[src/rtl/apb_req_arbiter.sv]
// apb_req_arbiter: two-port round-robin command arbiter and sequencer for an
// APB master. Only one transfer is outstanding at a time.
//
// Ports:
//   PCLK, PRESET             clock, synchronous active-high reset
//   reqN_valid/ready         command handshake (ready is combinational, IDLE only)
//   reqN_write/addr/wdata/strb  command payload
//   rspN_valid/rdata/err     one-cycle response to the owning requester
//   transfer                 one-cycle start pulse to the master
//   m_pwrite/paddr/pwdata/pstrb  command to the master, held from grant until next grant
//   bus_penable/pready/prdata    shared-bus taps used to detect completion (WAIT only)
module apb_req_arbiter #(
    parameter int unsigned ADDWIDTH  = 8,
    parameter int unsigned DATAWIDTH = 32,
    parameter int unsigned TIMEOUT   = 16
) (
    input  logic                       PCLK,
    input  logic                       PRESET,
    input  logic                       req0_valid,
    output logic                       req0_ready,
    input  logic                       req0_write,
    input  logic [ADDWIDTH:0]          req0_addr,
    input  logic [DATAWIDTH-1:0]       req0_wdata,
    input  logic [DATAWIDTH/8-1:0]     req0_strb,
    input  logic                       req1_valid,
    output logic                       req1_ready,
    input  logic                       req1_write,
    input  logic [ADDWIDTH:0]          req1_addr,
    input  logic [DATAWIDTH-1:0]       req1_wdata,
    input  logic [DATAWIDTH/8-1:0]     req1_strb,
    output logic                       rsp0_valid,
    output logic [DATAWIDTH-1:0]       rsp0_rdata,
    output logic                       rsp0_err,
    output logic                       rsp1_valid,
    output logic [DATAWIDTH-1:0]       rsp1_rdata,
    output logic                       rsp1_err,
    output logic                       transfer,
    output logic                       m_pwrite,
    output logic [ADDWIDTH:0]          m_paddr,
    output logic [DATAWIDTH-1:0]       m_pwdata,
    output logic [DATAWIDTH/8-1:0]     m_pstrb,
    input  logic                       bus_penable,
    input  logic                       bus_pready,
    input  logic [DATAWIDTH-1:0]       bus_prdata
);

    localparam int unsigned AW = ADDWIDTH + 1;
    localparam int unsigned DW = DATAWIDTH;
    localparam int unsigned SW = DATAWIDTH / 8;
    localparam int unsigned CW = $clog2(TIMEOUT);

    typedef enum logic [1:0] {
        IDLE  = 2'd0,
        ISSUE = 2'd1,
        WAIT  = 2'd2,
        RESP  = 2'd3
    } state_t;

    state_t          state_q, state_d;
    logic            last_grant_q, last_grant_d;
    logic            owner_q, owner_d;
    logic [CW-1:0]   cnt_q, cnt_d;

    logic            transfer_d;
    logic            m_pwrite_d;
    logic [AW-1:0]   m_paddr_d;
    logic [DW-1:0]   m_pwdata_d;
    logic [SW-1:0]   m_pstrb_d;

    logic            rsp0_valid_d, rsp0_err_d, rsp1_valid_d, rsp1_err_d;
    logic [DW-1:0]   rsp0_rdata_d, rsp1_rdata_d;

    logic            grant_sel_c;
    logic            finish_c;
    logic            err_sel_c;
    logic [DW-1:0]   rdata_sel_c;

    // Next-state, grant and response selection
    always_comb begin
        state_d      = state_q;
        last_grant_d = last_grant_q;
        owner_d      = owner_q;
        cnt_d        = cnt_q;
        transfer_d   = 1'b0;
        m_pwrite_d   = m_pwrite;
        m_paddr_d    = m_paddr;
        m_pwdata_d   = m_pwdata;
        m_pstrb_d    = m_pstrb;
        rsp0_valid_d = 1'b0;
        rsp0_rdata_d = '0;
        rsp0_err_d   = 1'b0;
        rsp1_valid_d = 1'b0;
        rsp1_rdata_d = '0;
        rsp1_err_d   = 1'b0;
        req0_ready   = 1'b0;
        req1_ready   = 1'b0;
        grant_sel_c  = 1'b0;
        finish_c     = 1'b0;
        err_sel_c    = 1'b0;
        rdata_sel_c  = '0;

        case (state_q)
            IDLE: begin
                // Ready is suppressed while reset is asserted so no grant is reported
                if (!PRESET && (req0_valid || req1_valid)) begin
                    grant_sel_c  = (req0_valid && req1_valid) ? ~last_grant_q : req1_valid;
                    req0_ready   = ~grant_sel_c;
                    req1_ready   = grant_sel_c;
                    owner_d      = grant_sel_c;
                    last_grant_d = grant_sel_c;
                    m_pwrite_d   = grant_sel_c ? req1_write : req0_write;
                    m_paddr_d    = grant_sel_c ? req1_addr  : req0_addr;
                    m_pwdata_d   = grant_sel_c ? req1_wdata : req0_wdata;
                    m_pstrb_d    = grant_sel_c ? req1_strb  : req0_strb;
                    transfer_d   = 1'b1;
                    state_d      = ISSUE;
                end
            end
            ISSUE: begin
                cnt_d   = '0;
                state_d = WAIT;
            end
            WAIT: begin
                // Completion wins over a simultaneous terminal count
                if (bus_penable && bus_pready) begin
                    finish_c    = 1'b1;
                    rdata_sel_c = m_pwrite ? '0 : bus_prdata;
                end else if (cnt_q == CW'(TIMEOUT - 1)) begin
                    finish_c  = 1'b1;
                    err_sel_c = 1'b1;
                end else begin
                    cnt_d = cnt_q + CW'(1);
                end
                if (finish_c) begin
                    state_d = RESP;
                end
            end
            RESP: begin
                state_d = IDLE;
            end
            default: begin
                state_d = IDLE;
            end
        endcase

        // Response is routed only to the owner; the other port stays at zero
        if (finish_c) begin
            rsp0_valid_d = ~owner_q;
            rsp0_rdata_d = owner_q ? '0 : rdata_sel_c;
            rsp0_err_d   = ~owner_q & err_sel_c;
            rsp1_valid_d = owner_q;
            rsp1_rdata_d = owner_q ? rdata_sel_c : '0;
            rsp1_err_d   = owner_q & err_sel_c;
        end
    end

    // State and registered outputs
    always_ff @(posedge PCLK) begin
        if (PRESET) begin
            state_q      <= IDLE;
            last_grant_q <= 1'b1;
            owner_q      <= 1'b0;
            cnt_q        <= '0;
            transfer     <= 1'b0;
            m_pwrite     <= 1'b0;
            m_paddr      <= '0;
            m_pwdata     <= '0;
            m_pstrb      <= '0;
            rsp0_valid   <= 1'b0;
            rsp0_rdata   <= '0;
            rsp0_err     <= 1'b0;
            rsp1_valid   <= 1'b0;
            rsp1_rdata   <= '0;
            rsp1_err     <= 1'b0;
        end else begin
            state_q      <= state_d;
            last_grant_q <= last_grant_d;
            owner_q      <= owner_d;
            cnt_q        <= cnt_d;
            transfer     <= transfer_d;
            m_pwrite     <= m_pwrite_d;
            m_paddr      <= m_paddr_d;
            m_pwdata     <= m_pwdata_d;
            m_pstrb      <= m_pstrb_d;
            rsp0_valid   <= rsp0_valid_d;
            rsp0_rdata   <= rsp0_rdata_d;
            rsp0_err     <= rsp0_err_d;
            rsp1_valid   <= rsp1_valid_d;
            rsp1_rdata   <= rsp1_rdata_d;
            rsp1_err     <= rsp1_err_d;
        end
    end

endmodule

[config.mk]
export PLATFORM = sky130hd
export DESIGN_NAME = apb_req_arbiter
export DESIGN_NICKNAME = d
export VERILOG_FILES = /design/src/rtl/apb_req_arbiter.sv
export SDC_FILE = /design/constraint.sdc
export NUM_CORES = 1
export LEC_CHECK = 0
export CAP_MARGIN = 5
export CORE_MARGIN = 2
export CORE_UTILIZATION = 41
export DETAILED_ROUTE_END_ITERATION = 12
export GPL_TIMING_DRIVEN = 0
export PLACE_DENSITY = 0.85
export RECOVER_POWER = 25
export SETUP_SLACK_MARGIN = 0.5
export SYNTH_ARGS = -nofsm -noshare
export SYNTH_HDL_FRONTEND = slang
export SYNTH_SLANG_ARGS = --single-unit
export TNS_END_PERCENT = 20
[constraint.sdc]
create_clock -name PCLK -period 4.4 [get_ports PCLK]
set_input_delay 0.88 -clock PCLK [delete_from_list [all_inputs] [get_ports PCLK]]
set_output_delay 0.88 -clock PCLK [all_outputs]
set_load 0.005 [all_outputs]
### Word-level counts from Yosys, hierarchy flattened

Index checks and enable logic that the tools add are counted.

| storage, ports and cells | value |
|---|---|
| bits in registers | 123 |
| output and inout bits | 117 |

| cells by class | value |
|---|---|
| add/sub/neg operators | 1 |
| equality and inequality tests | 8 |
| multiplexer cells | 25 |
| bitwise gates (word level) | 7 |
| reduce and logical (&&, ||, !) cells | 14 |

Operator list:

| operator | count |
|---|---|
| $mux 32 | 4 |
| $mux 1 | 13 |
| $mux 4 | 3 |
| $mux 9 | 1 |
| $ne 2x2->1 const B | 4 |
| $pmux 2 s4 | 1 |
| $pmux 4 s2 | 1 |
| $reduce_or 3->1 | 2 |
| $not 1->1 | 5 |
| $add 4x1->4 const B | 1 |
| $eq 2x2->1 const B | 2 |
| $eq 4x4->1 const B | 1 |
| $mux 2 | 2 |
| $reduce_and 2->1 | 2 |
| $reduce_or 2->1 | 2 |
| $logic_and 1x1->1 | 3 |
| $reduce_and 3->1 | 1 |
| $and 1x1->1 | 2 |
| $eq 2x1->1 const B | 1 |
| $logic_not 2->1 | 1 |
| $reduce_bool 2->1 | 1 |
| $logic_not 1->1 | 1 |
| $logic_or 1x1->1 | 1 |

### Longest topological paths before layout

Gate-level depths: netlist of the first run.

| depth | value |
|---|---|
| depth after elaboration | 7 |
| depth in mapped cells | 7 |
| gate-level depth less buffers | 5 |

### Worst setup path before layout of the first run

OpenSTA, ideal clock, no wires.

| timing | value |
|---|---|
| path type | input to output |
| start point | input port PRESET |
| end point | output port req1_ready |
| data arrival time | 1.481 ns |
| slack | 2.039 ns |
| stages | 4 |
| cell sequence | o21ba_2 > buf_2 > nand3_1 > inv_1 |

| between the ends | value |
|---|---|
| longest elaborated chain between the ends | 4 |

Ends and longest elaborated chain:

| item | line | source |
|---|---|---|
| start, declared | 18 | `input logic PRESET,` |
| $logic_not 1->1 | 105 | `if (!PRESET && (req0_valid \|\| req1_valid)) begin` |
| $logic_and 1x1->1 | 105 |  |
| $mux 1 | 105 |  |
| $mux 1 | 102 | `case (state_q)` |
| end, declared | 26 | `output logic req1_ready,` |

Every way passes these cells.

### Worst setup path after layout of the first run

Same ends and word-level chain as after synthesis.

==> results of run 1 <==
[cells in the final DEF, fill, tap and decap left out, types with 2 or more instances in the layout]
master,instances
clkdlybuf4s50_1,237
dfxtp_1,123
nand2_1,95
and2_1,60
a21oi_1,49
a311oi_1,46
clkbuf_1,30
clkbuf_16,16
dlygate4sd3_1,9
inv_1,7
inv_6,6
buf_2,5
nand3_1,4
nand2b_1,4
nor4_1,4
and2_0,4
ha_1,4
clkinv_4,3
bufinv_16,3
buf_1,2
o211ai_1,2
a211oi_1,2
o21ai_0,2
clkinv_2,2
[through the flow]
stage	cells	instance area [sq um]	setup WS [ns]	total power [mW]	util
2_1_floorplan	463	4360	2.04	1.77	-
3_3_place_gp	845	6990	0.806	2.24	0.677
3_5_place_dp	845	6990	0.777	2.28	0.677
4_1_cts	877	7590	0.750	3.68	0.736
5_1_grt	877	7590	0.336	3.84	0.735
6_report	877	7590	0.480	3.67	0.735
[power breakdown]
part | switching [mW] | total (mW) | leakage (nW) | internal, mW
logic | 0.445 | 0.928 | 1.61 | 0.483
registers | 0.0818 | 1.33 | 1.00 | 1.25
clock network | 0.531 | 1.40 | 0.294 | 0.873
[worst max-delay path: stages]
cell	delay, ns
dlygate4sd3_1	0.61
o21ba_2	0.30
clkbuf_1	0.39
nand3_1	0.18
inv_1	0.13
clkdlybuf4s50_1	0.55
[area by class of cell]
type                            count  share of cell area
Clock buffer                       17              0.0546
Buffer                             37              0.0191
Clock inverter                     15              0.0246
Timing Repair Buffer              246               0.325
Tap cell                          136              0.0224
Sequential cell                   123               0.325
Multi-Input combinational cell    296               0.227
Inverter                            7             0.00346
[logic make-up (layout without fill, tap and decap cells)]
group	Yosys count	count (layout)	share of synthesized area
flops	123	123	0.565
buf+inv	44	322	0.0410
compound gates	112	112	0.179
simple gates	179	179	0.201
mux	1	1	0.00230
fa+ha+maj	4	4	0.0115
[per-layer routing]
metal,wire length [um],up-vias,global-route usage,share of wire
li1,-,2150,-,-
met4,291,0,0.0937,0.020
met2,7300,236,0.448,0.50
met3,1660,25,0.112,0.11
met5,0,-,0,0
met1,5300,2093,0.262,0.36
[registers in the layout (all words and copies together) (netlist names)]
| name | flops |
|---|---|
| rsp0_err | 1 |
| rsp1_rdata | 32 |
| rsp0_valid | 1 |
| m_pwdata | 32 |
| rsp1_valid | 1 |
| m_pwrite | 1 |
| owner_q | 1 |
| rsp1_err | 1 |
| rsp0_rdata | 32 |
| m_pstrb | 4 |
| m_paddr | 9 |
| cnt_q | 4 |
| state_q | 2 |
| last_grant_q | 1 |
| transfer | 1 |
[worst min path at each step]
stage                         to  slack, ns  cells after the start
finish                state_q[1]       0.51                      2
detailed placement    state_q[1]       0.50                      2
CTS                   state_q[1]       0.51                      2
floorplan             rsp0_valid       0.45                      1
global placement    last_grant_q       0.47                      1
global route        m_pwdata[29]       0.54                      2
==> summary.md, run 1 <==
| Metric | Value |
|---|---|
| Final worst-path cycle share | 0.891 |
| Routed vias | 4,504 |
| Largest fanout on the critical path | 10 |
| Fmax | 255 MHz |
| Nets | 862 |
| Outcome | finished, final reports clean |
| Root buffer cell | clkbuf_8 |
| Ys Warns | 0 |
| # Max-Cap Violations | 0 |
| EDFF count, synth | 0 |
| Arrival time at the worst endpoint | 3.04 ns |
| Reg2reg path depth | 6 |
| Drt drc | 0 |
| Cell variety after synth | 35 |
| IO buf count | 246 |
| Initial Util | 0.422 |
| Final setup TNS | 0 ns |
| Pin count of the biggest net entering global routing | 17 |
| Detailed placer's ending HPWL | 11,100 um |
| WS Path Type | in -> out |
| Final setup violation count | 0 |
| H-tree Lvls | 4 |
| Syn avg cell area | 9.42 sq um |
| Yosys top cell area share | 0.565 |
| Synth area leader | dfxtp_1 |
| Worst hold slack | 0.506 ns |
| Post-CTS setup buffer count | 0 |
| RSZ-0062 raised after global routing | no |
| Clock Latency Late Sink | 0.52 ns |
| Slew Limit Fails | 0 |
| Die ar. | 0.0115 sq mm |
| TritonRoute pass-1 iters | 5 |
| Die W | 107 um |
| Critical path endpoint | req1_ready |
| Worst EP required | 3.52 ns |
| Crit path from | PRESET |
| FFs w/ async S/R, synth | 0 |
| Overall routed net length | 14,600 um |
| CTS tree | yes |
| CTS Buffer Depth | 2 |
| Via density per instance | 5.14 |
| Drt wl/cell | 16.6 um |
| Max IR drop VDD | 0.268 mV |
| Worst-margin pin slew | 0.780 ns |
| Min-delay src | state_q[1] |
| First-pass GRT wire length | 22,600 um |
| Die Span Y | 107 um |
| Post-synth top flop | dfxtp_1 |
| Worst R2R End | rsp0_rdata[10] |
| Hold WC Path Type | reg -> reg |
| Power density over cell area | 483 mW/mm^2 |
| Site row count | 37 |
| Top cells by area in the synthesized netlist | dfxtp_1 56%, a311oi_1 9.2%, and2_1 9.2% |
| Max transition margin | 0.475 |
| Vias in the first global route | 4,577 |
| Number of diodes | 0 |
| Leakage | 2.90 nW |
| Core Region | 0.0103 sq mm |
| Initial antenna violation count | 0 |
| Setup slack, reg-to-reg | 2.27 ns |
| CTS buffer count | 17 |
| Clock slew at reported path FFs | 0.06 ns |
| Fillcell total | 734 |
| CTS hold repair buffers | 0 |
| Total gr overflow | 0 |
| I/O pin cnt | 247 |
| Post-route ant nets | 0 |
| Count of state elements after synthesis | 123 |
| Syn-to-layout area delta | 74.0% |
| Post-Synthesis Cells | 463 |
| Register area | 0.00246 sq mm |
| Hold Vio Cnt, Final | 0 |
| Drt initial violations | 138 |
| Num Clock Sinks | 123 |
| CP endpoint kind | output port |
| Multi-input logic area | 0.00172 sq mm |
| Resized cells post-CTS | 0 |
| Most frequent cells after synthesis | 123 x dfxtp_1, 95 x nand2_1, 64 x and2_1 |
| Post-synthesis sequential area ratio | 0.565 |
| Worst Clk Skew | 0.0105 ns |
| Tot GR Track Use | 0.253 |
| Synth Net Count | 597 |
| Cell Area, Synth | 0.00436 sq mm |
| Layout cells sized above 1 | 0.0526 |
| Setup crit start kind | input port |
| Count leader, synth | dfxtp_1 |
| Final GP Congestion | 0.884 |
| Worst r2r src | state_q[0] |
| Crit path time final | 3.92 ns |
No activity file was read; power rests on OpenSTA's default activity.
==> inputs of run 2 (changes only) <==
Settings changed: CORE_MARGIN 2 to 1.5.
==> run 2 against run 1 <==
  * Die area down 1.9%
  * Worst hold slack better by 0.0082 ns
  * Highest routed layer unchanged
  * Power down 1.4%
  * Sequential share of layout area about the same
  * Flip-flop and latch count unchanged
  * Global-route usage up 0.14 points
  * Worst setup slack worse by 0.0041 ns
==> summary.md, run 2 (synthesized netlist as in run 1, its figures left out) <==
| Metric | Value |
|---|---|
| CTS tree | yes (unchanged) |
| Post-route ant nets | 0 (unchanged) |
| Worst-margin pin slew | 0.778 ns (was 0.780 ns) |
| Top Metal Used | met4 (unchanged) |
| Via density per instance | 5.10 (was 5.14) |
| Non-filler instance count after layout | 877 (unchanged) |
| NetSw | 1.02 mW (was 1.06 mW) |
| Routed vias | 4,470 (was 4,504) |
| I/O pin cnt | 247 (unchanged) |
| Hold Vio Cnt, Final | 0 (unchanged) |
| CP Buf/Inv Count | 4 (unchanged) |
| Final setup violation count | 0 (unchanged) |
| Largest fanout on the critical path | 10 (unchanged) |
| Fmax | 255 MHz (about the same) |
| CTS buffer count | 17 (unchanged) |
| Sw frac | 0.283 (was 0.289) |
| P_int | 2.59 mW (was 2.61 mW) |
| Most frequent cells in the layout | 234 x clkdlybuf4s50_1, 123 x dfxtp_1, 95 x nand2_1, 60 x and2_1, 49 x a21oi_1 (was 237 x clkdlybuf4s50_1, 123 x dfxtp_1, 95 x nand2_1, 60 x and2_1, 49 x a21oi_1) |
| Overall routed net length | 14,300 um (was 14,600 um) |
| Worst EP required | 3.52 ns (about the same) |
| Vias in the first global route | 4,485 (was 4,577) |
| Clock group share of total power | 0.376 (was 0.383) |
| Placed cell area | 0.00699 sq mm (unchanged) |
| Min-Delay Path Depth | 2 (unchanged) |
| Final worst-path cycle share | 0.892 (was 0.891) |
| WS Path Type | in -> out (unchanged) |
| Drt initial violations | 252 (was 138) |
| Routed wl met2 | 7240 um (was 7300 um) |
| Min-delay src | cnt_q[0] (was state_q[1]) |
| Final worst slack | 0.476 ns (was 0.480 ns) |
| Nets | 862 (unchanged) |
| CP Cell Sequence | dlygate4sd3_1, o21ba_2, clkbuf_1, nand3_1, inv_1, clkdlybuf4s50_1 (unchanged) |
| Worst Clk Skew | 0.0122 ns (was 0.0105 ns) |
| Finished Cell Area | 0.00758 sq mm (was 0.00759 sq mm) |
| First-pass GRT wire length | 22,400 um (was 22,600 um) |
| Final GP Congestion | 0.881 (was 0.884) |
| Hold WC Path Type | reg -> reg (unchanged) |
| Number of diodes | 0 (unchanged) |
| Detailed placer's ending HPWL | 10,800 um (was 11,100 um) |
| Tot GR Track Use | 0.254 (was 0.253) |
| Site row count | 37 (unchanged) |
| Initial antenna violation count | 0 (unchanged) |
| IO buf count | 246 (unchanged) |
| TritonRoute pass-1 iters | 4 (was 5) |
| H-tree Lvls | 4 (unchanged) |
| Clock Latency Late Sink | 0.51 ns (was 0.52 ns) |
| Drt drc | 0 (unchanged) |
| Worst hold slack | 0.514 ns (was 0.506 ns) |
| Initial Util | 0.422 (unchanged) |
| Slowest CP cell | dlygate4sd3_1 (unchanged) |
| Met3 WL | 1410 um (was 1660 um) |
| Die Span Y | 106 um (was 107 um) |
| Pin count of the biggest net entering global routing | 17 (unchanged) |
| Most common cell after layout, fill and taps aside | clkdlybuf4s50_1 (unchanged) |
| Crit path time final | 3.92 ns (about the same) |
| Top Family by Delay on Critical Path | buffers and inverters (unchanged) |
| Setup slack, reg-to-reg | 2.28 ns (was 2.27 ns) |
| Final setup TNS | 0 ns (unchanged) |
| Logic gate share of total power | 0.255 (was 0.253) |
| Die ar. | 0.0113 sq mm (was 0.0115 sq mm) |
| Post-CTS setup buffer count | 0 (unchanged) |
| Largest registers | m_pwdata: 32 flops, rsp0_rdata: 32 flops, rsp1_rdata: 32 flops (unchanged) |
| Sequential share of power | 0.369 (was 0.364) |
| Power density over cell area | 477 mW/mm^2 (was 483 mW/mm^2) |
| Core Region | 0.0103 sq mm (unchanged) |
| CP endpoint kind | output port (unchanged) |
| Place WS | 0.807 ns (was 0.777 ns) |
| Arrival time at the worst endpoint | 3.04 ns (about the same) |
| Outcome | finished, final reports clean (unchanged) |
| Max IR drop VDD | 0.259 mV (was 0.268 mV) |
| Fillcell total | 727 (was 734) |
| Die W | 106 um (was 107 um) |
| Layout cells sized above 1 | 0.0526 (unchanged) |
| Hold worst-path end | cnt_q[0] (was state_q[1]) |
| Setup crit start kind | input port (unchanged) |
| Crit-path max cell delay | 0.62 ns (was 0.61 ns) |
| Syn-to-layout area delta | 73.7% (was 74.0%) |
| Leakage | 2.90 nW (about the same) |
| Cells after DPL | 845 (unchanged) |
| Reg2reg path depth | 6 (unchanged) |
| CTS hold repair buffers | 0 (unchanged) |
| Total gr overflow | 0 (unchanged) |
| Max transition margin | 0.477 (was 0.475) |
| CTS Buffer Depth | 2 (unchanged) |
| Slew Limit Fails | 0 (unchanged) |
| RSZ-0062 raised after global routing | no (unchanged) |
| Root buffer cell | clkbuf_8 (unchanged) |
| Post-route core utilization | 0.734 (was 0.735) |
| Drt wl/cell | 16.3 um (was 16.6 um) |
| Met1 WL | 5410 um (was 5300 um) |
| Clock slew at reported path FFs | 0.06 ns (about the same) |
| Num Clock Sinks | 123 (unchanged) |
| # Max-Cap Violations | 0 (unchanged) |
| Worst R2R End | rsp1_rdata[27] (was rsp0_rdata[10]) |
| Total chip power | 3.62 mW (was 3.67 mW) |
| Resized cells post-CTS | 0 (unchanged) |
| Worst r2r src | state_q[0] (unchanged) |
-- run 2: how the worst max path moves through the flow --
stage | from | end | cells after the start
6_report | PRESET | req1_ready | 6
5_1_grt | PRESET | req1_ready | 6
4_1_cts | req1_valid | req1_ready | 6
3_5_place_dp | PRESET | req1_ready | 6
3_3_place_gp | PRESET | req1_ready | 6
2_1_floorplan | PRESET | req1_ready | 4
-- run 2: area by class of cell --
cell class | instances | area [sq um] | area share
timing repair buffer | 246 | 2460 | 0.325
sequential | 123 | 2460 | 0.325
multi-input combinational | 296 | 1720 | 0.227
tap | 136 | 170 | 0.0225
buffer | 37 | 145 | 0.0192
inverter | 7 | 26.3 | 0.00347
clock buffer | 20 | 455 | 0.0601
clock inverter | 12 | 135 | 0.0178
-- run 2: metal layers --
metal  vias to the layer above  global-route usage
li1                       2142                   -
met1                      2077               0.276
met2                       226               0.454
met3                        25               0.104
met4                         0              0.0705
met5                         -                   0
-- run 2: worst min-delay path: cells and delay by family, from the launching register on --
family	cells	cell delay [ns]
flops	1	0.33
compound gates	2	0.14
-- run 2: power by group through the flow --
stage          combinational (mW)  clock (mW)  sequential (mW)
5_1_grt                      1.01        1.44             1.35
6_report                    0.922        1.36             1.33
2_1_floorplan               0.414           0             1.35
4_1_cts                     0.930        1.38             1.33
3_5_place_dp                0.922           0             1.35
3_3_place_gp                0.897           0             1.35
==> inputs of run 3 (changes only) <==
Settings changed: TNS_END_PERCENT 20 to not set.
==> results of run 3 <==
Final layout, timing and power as in run 2 (identical DEF).
